## config.mk

```make
export PLATFORM = sky130hd
export DESIGN_NAME = fetch_unit
export DESIGN_NICKNAME = d
export VERILOG_FILES = /design/src/rtl/fetch_unit.sv
export SDC_FILE = /design/constraint.sdc
export NUM_CORES = 1
export LEC_CHECK = 0
export ABC_CLOCK_PERIOD_IN_PS = 3810
export CAP_MARGIN = 20
export CELL_PAD_IN_SITES_DETAIL_PLACEMENT = 2
export CELL_PAD_IN_SITES_GLOBAL_PLACEMENT = 2
export CORE_ASPECT_RATIO = 1.25
export CORE_MARGIN = 2
export CORE_UTILIZATION = 28
export DETAILED_ROUTE_END_ITERATION = 7
export PLACE_DENSITY = 0.75
export SYNTH_ARGS = -nofsm -noshare
export SYNTH_HDL_FRONTEND = slang
export SYNTH_SLANG_ARGS = --single-unit
```

## constraint.sdc

```tcl
create_clock -name clk -period 3.81 [get_ports clk]
set_clock_uncertainty 0.15 [all_clocks]
set_input_delay 0.762 -clock clk [delete_from_list [all_inputs] [get_ports clk]]
set_output_delay 0.762 -clock clk [all_outputs]
set_load 0.1 [all_outputs]
```

## src/rtl/fetch_unit.sv

```systemverilog
// Y86-64 fetch stage: reads instruction bytes over a req/ack byte port, decodes
// icode/ifun/rA/rB/valC, computes valP and hands the result downstream with valid/ready.
//   state   | meaning
//   S_OP    | request opcode byte at PC, decode icode/ifun and validate
//   S_REG   | request register-specifier byte, capture rA/rB
//   S_CONST | request the eight valC bytes, little-endian
//   S_DONE  | result presented, held until out_ready
//   S_WAIT  | idle until the next PC is loaded
//   S_STOP  | halt/fault/invalid instruction retired, idle until reset
module fetch_unit #(
    parameter logic [63:0] RESET_PC = 64'h0
) (
    input  logic        clk,
    input  logic        rst_n,
    input  logic [63:0] pc_in,
    input  logic        pc_load,
    output logic        imem_req,
    output logic [63:0] imem_addr,
    input  logic        imem_ack,
    input  logic [7:0]  imem_rdata,
    input  logic        imem_err,
    output logic        out_valid,
    input  logic        out_ready,
    output logic [3:0]  icode,
    output logic [3:0]  ifun,
    output logic [3:0]  rA,
    output logic [3:0]  rB,
    output logic [63:0] valC,
    output logic [63:0] valP,
    output logic [63:0] pc_out,
    output logic [2:0]  stat
);

    typedef enum logic [2:0] {S_OP, S_REG, S_CONST, S_DONE, S_WAIT, S_STOP} state_t;

    localparam logic [2:0] STAT_AOK = 3'd1;
    localparam logic [2:0] STAT_HLT = 3'd2;
    localparam logic [2:0] STAT_ADR = 3'd3;
    localparam logic [2:0] STAT_INS = 3'd4;

    state_t      r_state, w_state_nxt;
    logic        r_run;
    logic [63:0] r_pc, w_pc_nxt;
    logic [3:0]  r_idx, w_idx_nxt;
    logic [2:0]  r_cnt, w_cnt_nxt;
    logic [3:0]  r_icode, w_icode_nxt;
    logic [3:0]  r_ifun, w_ifun_nxt;
    logic [3:0]  r_ra, w_ra_nxt;
    logic [3:0]  r_rb, w_rb_nxt;
    logic [63:0] r_valc, w_valc_nxt;
    logic [63:0] r_valp, w_valp_nxt;
    logic [63:0] r_pc_out, w_pc_out_nxt;
    logic [2:0]  r_stat, w_stat_nxt;

    logic        w_fetching;
    logic        w_ack;
    logic        w_ins;
    logic [3:0]  w_op_icode;
    logic [3:0]  w_op_ifun;
    logic [63:0] w_valp_end;

    // r_run keeps the request low for the first cycle out of reset
    assign w_fetching = r_run && ((r_state == S_OP) || (r_state == S_REG) || (r_state == S_CONST));
    assign w_ack      = w_fetching && imem_ack;
    assign w_op_icode = imem_rdata[7:4];
    assign w_op_ifun  = imem_rdata[3:0];
    assign w_valp_end = r_pc + {60'd0, r_idx} + 64'd1;

    always_comb begin
        w_ins = 1'b0;
        case (w_op_icode)
            4'h2, 4'h7:               w_ins = (w_op_ifun > 4'h6);
            4'h6:                     w_ins = (w_op_ifun > 4'h3);
            4'hC, 4'hD, 4'hE, 4'hF:   w_ins = 1'b1;
            default:                  w_ins = (w_op_ifun != 4'h0);
        endcase
    end

    always_comb begin
        w_state_nxt  = r_state;
        w_pc_nxt     = r_pc;
        w_idx_nxt    = r_idx;
        w_cnt_nxt    = r_cnt;
        w_icode_nxt  = r_icode;
        w_ifun_nxt   = r_ifun;
        w_ra_nxt     = r_ra;
        w_rb_nxt     = r_rb;
        w_valc_nxt   = r_valc;
        w_valp_nxt   = r_valp;
        w_pc_out_nxt = r_pc_out;
        w_stat_nxt   = r_stat;
        case (r_state)
            S_OP: if (w_ack) begin
                w_idx_nxt = r_idx + 4'd1;
                if (imem_err) begin
                    w_stat_nxt  = STAT_ADR;
                    w_state_nxt = S_DONE;
                end else begin
                    w_icode_nxt = w_op_icode;
                    w_ifun_nxt  = w_op_ifun;
                    if (w_ins) begin
                        w_stat_nxt  = STAT_INS;
                        w_valp_nxt  = w_valp_end;
                        w_state_nxt = S_DONE;
                    end else begin
                        case (w_op_icode)
                            4'h2, 4'h3, 4'h4, 4'h5, 4'h6, 4'hA, 4'hB: w_state_nxt = S_REG;
                            4'h7, 4'h8:                               w_state_nxt = S_CONST;
                            default: begin
                                w_valp_nxt  = w_valp_end;
                                w_state_nxt = S_DONE;
                                if (w_op_icode == 4'h0) w_stat_nxt = STAT_HLT;
                            end
                        endcase
                    end
                end
            end
            S_REG: if (w_ack) begin
                w_idx_nxt = r_idx + 4'd1;
                if (imem_err) begin
                    w_stat_nxt  = STAT_ADR;
                    w_state_nxt = S_DONE;
                end else begin
                    w_ra_nxt = imem_rdata[7:4];
                    w_rb_nxt = imem_rdata[3:0];
                    if ((r_icode == 4'h3) || (r_icode == 4'h4) || (r_icode == 4'h5)) begin
                        w_state_nxt = S_CONST;
                    end else begin
                        w_valp_nxt  = w_valp_end;
                        w_state_nxt = S_DONE;
                    end
                end
            end
            S_CONST: if (w_ack) begin
                w_idx_nxt = r_idx + 4'd1;
                if (imem_err) begin
                    w_stat_nxt  = STAT_ADR;
                    w_state_nxt = S_DONE;
                end else begin
                    w_valc_nxt[{r_cnt, 3'b000} +: 8] = imem_rdata;
                    w_cnt_nxt = r_cnt + 3'd1;
                    if (r_cnt == 3'd7) begin
                        w_valp_nxt  = w_valp_end;
                        w_state_nxt = S_DONE;
                    end
                end
            end
            S_DONE: if (out_ready) begin
                w_state_nxt = (r_stat == STAT_AOK) ? S_WAIT : S_STOP;
            end
            S_WAIT: if (pc_load) begin
                w_pc_nxt    = pc_in;
                w_idx_nxt   = 4'd0;
                w_cnt_nxt   = 3'd0;
                w_icode_nxt = 4'h0;
                w_ifun_nxt  = 4'h0;
                w_ra_nxt    = 4'hF;
                w_rb_nxt    = 4'hF;
                w_valc_nxt  = 64'd0;
                w_valp_nxt  = 64'd0;
                w_stat_nxt  = STAT_AOK;
                w_state_nxt = S_OP;
            end
            default: ;
        endcase
        if ((r_state != S_DONE) && (w_state_nxt == S_DONE)) w_pc_out_nxt = r_pc;
    end

    always_ff @(posedge clk or negedge rst_n) begin
        if (!rst_n) begin
            r_state  <= S_OP;
            r_run    <= 1'b0;
            r_pc     <= RESET_PC;
            r_idx    <= 4'd0;
            r_cnt    <= 3'd0;
            r_icode  <= 4'h0;
            r_ifun   <= 4'h0;
            r_ra     <= 4'hF;
            r_rb     <= 4'hF;
            r_valc   <= 64'd0;
            r_valp   <= 64'd0;
            r_pc_out <= 64'd0;
            r_stat   <= STAT_AOK;
        end else begin
            r_state  <= w_state_nxt;
            r_run    <= 1'b1;
            r_pc     <= w_pc_nxt;
            r_idx    <= w_idx_nxt;
            r_cnt    <= w_cnt_nxt;
            r_icode  <= w_icode_nxt;
            r_ifun   <= w_ifun_nxt;
            r_ra     <= w_ra_nxt;
            r_rb     <= w_rb_nxt;
            r_valc   <= w_valc_nxt;
            r_valp   <= w_valp_nxt;
            r_pc_out <= w_pc_out_nxt;
            r_stat   <= w_stat_nxt;
        end
    end

    assign imem_req  = w_fetching;
    assign imem_addr = r_pc + {60'd0, r_idx};
    assign out_valid = (r_state == S_DONE);
    assign icode     = r_icode;
    assign ifun      = r_ifun;
    assign rA        = r_ra;
    assign rB        = r_rb;
    assign valC      = r_valc;
    assign valP      = r_valp;
    assign pc_out    = r_pc_out;
    assign stat      = r_stat;

endmodule

```

==> Word level (Yosys, flattened, before mapping) <==
Cells that the tools add are included.
{ "totals": {"register_bits": 286, "mem_bits_rw": 0, "mem_count": 0, "elab_cells": 147, "output_inout_bits": 277, "latch_bits": 0, "inputBits": 78, "romBits": 0} }
{ "op_classes": {"n_lt_le_gt_ge": 2, "addsub": 5, "bitwise": 0, "div_mod_pow": 0, "shift": 2, "multipliers": 0, "reduce_logical": 30, "eq_ne": 39, "muxes": 56} }
{ "ops": {"columns": ["cell", "n"], "rows": [
  ["64-bit two-way mux", 13],
  ["64-bit one-hot mux with 4 select lines", 1],
  ["64-bit one-hot mux with 2 select lines", 1],
  ["64-bit by 1-bit adder with 64-bit output, second input constant", 1],
  ["64-bit by 4-bit adder with 64-bit output", 1],
  ["64-bit bitwise mux", 1],
  ["8-bit by 8-bit variable shift with 64-bit output, first input constant", 1],
  ["8-bit by 8-bit indexed part select with 64-bit output", 1],
  ["3-bit two-way mux", 18],
  ["4-bit one-hot mux with 2 select lines", 5],
  ["4-bit == test, second input constant", 7],
  ["4-bit two-way mux", 7],
  ["4-bit by 3-bit == test with 1-bit output, second input constant", 6],
  ["2-bit != test, second input constant", 8],
  ["3-bit one-hot mux with 5 select lines", 1],
  ["4-bit by 2-bit == test with 1-bit output, second input constant", 3],
  ["4-bit AND reduction", 3],
  ["11-bit AND reduction", 1],
  ["3-bit by 2-bit == test with 1-bit output, second input constant", 3],
  ["3-bit one-hot mux with 3 select lines", 1],
  ["9-bit OR reduction", 1],
  ["2-bit by 1-bit != test with 1-bit output, second input constant", 4],
  ["6-bit negation with 8-bit output", 1],
  ["2-bit nonzero test", 4],
  ["other kinds (28)", 41]
]} }

==> Depth between registers and ports, before layout <==
{ "depth": {"word_depth": 9, "depth_mapped": 13, "ltp_nobuf": 12} }

==> Worst setup path before layout <==
No wires, ideal clock.
{ "synth_path": {"kind": "reg-to-reg", "from": "reg r_idx[0]", "to": "reg r_valp[63] (netlist: valP[63])", "arrival_time_ns": 5.174, "required_ns": 3.588, "n_path_buf": 2, "setup_ns": 0.072, "period_less_slack_ns": 5.397, "stages_incl_launch_ff": 14, "slack_ns": -1.587, "path_cell_list": "dfrtp_1 ha_1 fa_1 a211o_1 and3_1 clkbuf_1 nand4_1 xnor2_1 o211ai_1 or3_1 buf_4 or4_4 or3_1 nand3_1"} }
{ "synth_via": {"elab_chain_cells": 7, "elab_cells_between_ends": 13, "cone_classes": "2 x add/sub; 11 x mux"} }
{ "synth_rtl": {"columns": ["element", "line_no", "rtl"], "rows": [
  ["start, declared", "44", "logic [3:0] r_idx, w_idx_nxt;"],
  ["start signal, assigned", "188", "r_idx <= w_idx_nxt;"],
  ["64-bit by 4-bit adder with 64-bit output (*)", null, null],
  ["named net imem_addr[44]", "18", "output logic [63:0] imem_addr,"],
  ["64-bit by 1-bit adder with 64-bit output (*)", "67", "assign w_valp_end = r_pc + {60'd0, r_idx} + 64'd1;"],
  ["64-bit two-way mux", "106", "case (w_op_icode)"],
  ["64-bit two-way mux", "101", "if (w_ins) begin"],
  ["64-bit two-way mux", "95", "if (imem_err) begin"],
  ["64-bit two-way mux", "93", "S_OP: if (w_ack) begin"],
  ["64-bit one-hot mux with 4 select lines (*)", "92", "case (r_state)"],
  ["end signal, assigned", "195", "r_valp <= w_valp_nxt;"],
  ["end, declared", "51", "logic [63:0] r_valp, w_valp_nxt;"]
]} }
Mark *: on every way through the listed nets, which the timed path passes. The rest lies on a longest branch. The select of a mux whose other input is x is not followed.
A chain may end at the register's enable or synchronous reset.

==> Final worst setup path <==
{ "layout_path": {"from": "reg r_pc[0]", "to": "reg r_valp[56] (netlist: valP[56])"} }
{ "layout_via": {"elab_chain_cells": 7, "elab_cells_between_ends": 13, "cone_classes": "2 x add/sub; 11 x mux"} }
{ "layout_rtl": {"columns": ["element", "line_no", "rtl"], "rows": [
  ["start, declared", "43", "logic [63:0] r_pc, w_pc_nxt;"],
  ["start signal, assigned", "187", "r_pc <= w_pc_nxt;"],
  ["64-bit by 4-bit adder with 64-bit output (*)", "67", null],
  ["64-bit by 1-bit adder with 64-bit output (*)", "67", null],
  ["64-bit two-way mux", "106", null],
  ["64-bit two-way mux", "101", null],
  ["64-bit two-way mux", "95", null],
  ["64-bit two-way mux", "93", null],
  ["64-bit one-hot mux with 4 select lines (*)", "92", null]
]} }
Every way passes the cells marked *; elsewhere a longest branch is shown, timed or not. The select of a mux whose other input is x is not followed.

==> results_dict.tcl <==
set metrics [dict create \
    grt.overflow.total 0 \
    ys_seq_elements 286 \
    power.total_mw 25.5 \
    antenna_found_initial 1 \
    nNetsFinal 2398 \
    grt_use_total_pct 28.5 \
    insertion_delay_ns 0.58 \
    syn_to_final_growth_pct 73.1 \
    crit_top_cell "buf_4" \
    syn_nets 1692 \
    finish.utilization_pct 49.2 \
    io_buffer_count 354 \
    layout_commonest_cell "buf_4" \
    post_dp_cell_area_um2 21900 \
    critical_path.max_fanout 8 \
    relSlewSlack_pct 29.1 \
    cts_made_buffers 35 \
    detail_route.iter0.violations 1092 \
    synthDistinctLibCells 87 \
    core_um2 52800 \
    chipHeight_um 263 \
    hold_class "input port to async pin" \
    die_area_um2 55500 \
    max-vdd-ir-drop_v 0.000672 \
    ys_dominant_reg_cell "dfrtp_1" \
    power_leakage_nw 11.8 \
    cellPowerDensity_nw_per_um2 980 \
    yosysWarningCount 0 \
    synth_cells 1603 \
    start_util_pct 28.4 \
    slew_violations 0 \
    crit_path_end_kind "flop" \
    drtAntennaViolNets 0 \
    die_width_um 211 \
    startpoint_type "flop" \
    critPathSlowestCell "dfrtp_1" \
    routed_wirelength_um 93000 \
    fin_crit_ns 4.34 \
    n_antenna_cell 0 \
    worstMarginPinSlew_ns 1.06 \
    seq_area_frac_synth_pct 47.8 \
    status "finished, violations left" \
    htree_num_levels 2 \
    root_buffer "clkbuf_16" \
    cts_sinks 286 \
    grt_pass1_wl_um 120000 \
    syn_avg_cell_area_um2 9.36 \
    hpwl_um 53700 \
    clk_path_buf_depth 3 \
    max-cap-violations 0 \
    failed_checks "negative setup slack" \
    ioPinCount 355 \
    ys_async_sr_fraction_pct 100 \
    worstSetupPathType "flop to flop" \
    drive_above_1_share_pct 39.7 \
    clock.fmax_mhz 230 \
    rsz0062_at_grt "yes" \
    critPathTopFamily "buffers and inverters" \
    grt_max_degree 94 \
    setup_viol 87 \
    synth-edff-count 0 \
    clkSlewWorstSetupHoldPaths_ns 0.07 \
    grt_pass1_vias 18400 \
    wl_per_cell_um 31.0 \
    required_ns 4.11 \
    crit_chain "ha_4, fa_2, a211o_1, buf_6, buf_4, nand3_4, buf_8, buf_4, nor3_1, o211ai_1, buf_4, a2111oi_4, o211ai_1, buf_4, nor4_4, buf_12, buf_12, nand4_1, a32o_2" \
    most-common-layout-cells "buf_4, nand2_1, dfrtp_1" \
    final_area_um2 26000 \
    post-route-drc-count 0 \
    syn_area_um2 15000 \
    gp_congestion 0.856 \
    layout_worst_path_cycle_share_pct 114 \
    path_buf_inv 8 \
    drtPass1Iterations 5 \
    fill_cells 5326 \
    finalHoldViolCount 0 \
    setup_ws_ns -0.531 \
    arrival_ns 4.64 \
    rows 94 \
    critPathMaxStageDelay_ns 0.41 \
    cts_tree "done" \
    num_vias 16900 \
    vias_per_cell 5.64 \
]
==> sequential cells by signal, summed over array words and instances (netlist names) <==
name	cells
rA	4
r_cnt	3
stat	3
icode	4
ifun	4
rB	4
pc_out	64
valP	64
r_idx	4
valC	64
r_state	3
r_pc	64
r_run	1
==> metrics by stage <==
step	hold slack [ns]	instances	setup WS, ns	setup TNS (ns)
floorplan	0.316	1603	-1.05	-20.94
global placement	0.312	2774	-0.227	-2.87
detailed placement	0.326	2774	-0.390	-7.55
CTS	0.140	2919	-0.290	-5.88
global route	0.164	3004	-0.649	-29.68
finish	0.131	3004	-0.531	-21.06
==> worst register-to-register path, delay by kind of cell, from the launching register on <==
| family | cells | cell delay [ns] |
|---|---|---|
| compound gates | 5 | 1.11 |
| fa+ha+maj | 2 | 0.40 |
| buf+inv | 8 | 1.24 |
| flops | 1 | 0.41 |
| simple gates | 4 | 0.92 |
==> layer usage <==
metal / share of wire, % / track usage, % / vias to the layer above
li1: - / - / 7053
met1: 35 / 30.7 / 8775
met2: 52 / 53.0 / 788
met3: 6.9 / 6.94 / 326
met4: 6.4 / 11.2 / 2
met5: 0.012 / 0 / -
==> cell usage after synthesis (all sizes together), types with 3 or more instances <==
master | number | share of area, %
mux2 | 64 | 4.8
nand2 | 345 | 8.6
dfrtp | 277 | 46
a31o | 8 | 0.47
a211oi | 9 | 0.45
a32o | 10 | 0.67
o31ai | 26 | 1.3
and2 | 8 | 0.34
or2 | 6 | 0.25
nand3b | 3 | 0.15
nor4 | 36 | 1.9
a21o | 4 | 0.20
nor3 | 38 | 1.4
xnor2 | 63 | 3.7
nor3b | 4 | 0.20
nor2 | 91 | 2.3
nor2b | 8 | 0.33
mux2i | 4 | 0.27
a22o | 35 | 2.0
o211a | 3 | 0.20
a21boi | 3 | 0.15
nand4b | 3 | 0.18
a21oi | 40 | 1.3
nand4 | 41 | 1.9
o21ai | 91 | 3.0
o41ai | 4 | 0.23
dfstp | 9 | 1.6
and3 | 22 | 0.93
o211ai | 9 | 0.54
or4 | 12 | 0.70
or3 | 14 | 0.59
o22ai | 5 | 0.21
ha | 10 | 0.83
inv | 37 | 0.93
xor2 | 30 | 1.9
a31oi | 8 | 0.38
nand3 | 76 | 2.8
nor4b | 7 | 0.45
clkbuf | 70 | 1.8
nand2b | 8 | 0.33
and4 | 6 | 0.35
buf | 28 | 1.3
==> worst paths after layout <==
| kind | cells past startpoint | slack, ns | start | endpoint |
|---|---|---|---|---|
| max | 19 | -0.53 | r_pc[0] | valP[56] |
| min | 1 | 0.13 | rst_n | r_pc[24] |
| max reg2reg | 19 | -0.53 | r_pc[0] | valP[56] |
| min reg2reg | 2 | 0.33 | valC[63] | valC[63] |
| max in group asynchronous | 2 | 2.46 | rst_n | pc_out[49] |
| min in group clk | 2 | 0.33 | valC[63] | valC[63] |
==> repair_timing <==
item / 4_1_cts / 5_1_grt
gates resized for setup: 186 / 189
pin swaps: 82 / 123
endpoints found under the setup margin: 90 / 91
cloned: 1 / 1
setup buffers: 87 / 91
hold buffers: 0 / 0
==> cells by family after synthesis <==
kind of cell	after synthesis	share of synthesized area, %
simple gates	729	23.7
flops	286	47.8
compound gates	280	12.8
buf+inv	135	4.08
xor+xnor	93	5.55
mux	68	5.07
fa+ha+maj	11	0.967
other cells	1	0.0250
==> report_power, final <==
group | internal, mW | switching, mW | total [mW]
Sequential | 4.19 | 1.07 | 5.25
Combinational | 4.71 | 12.1 | 16.9
Clock | 1.84 | 1.50 | 3.34
==> cell type report <==
cell class	instances	area [um2]	share of cell area, %
clock buffers	50	1000	3.87
repair buffers	767	7560	29.1
inverters	37	160	0.617
well taps	672	841	3.24
clock inverters	10	57.6	0.222
multi-input cells	1182	9160	35.3
flip-flops and latches	286	7190	27.7
Power figures use the tool's default switching activity.
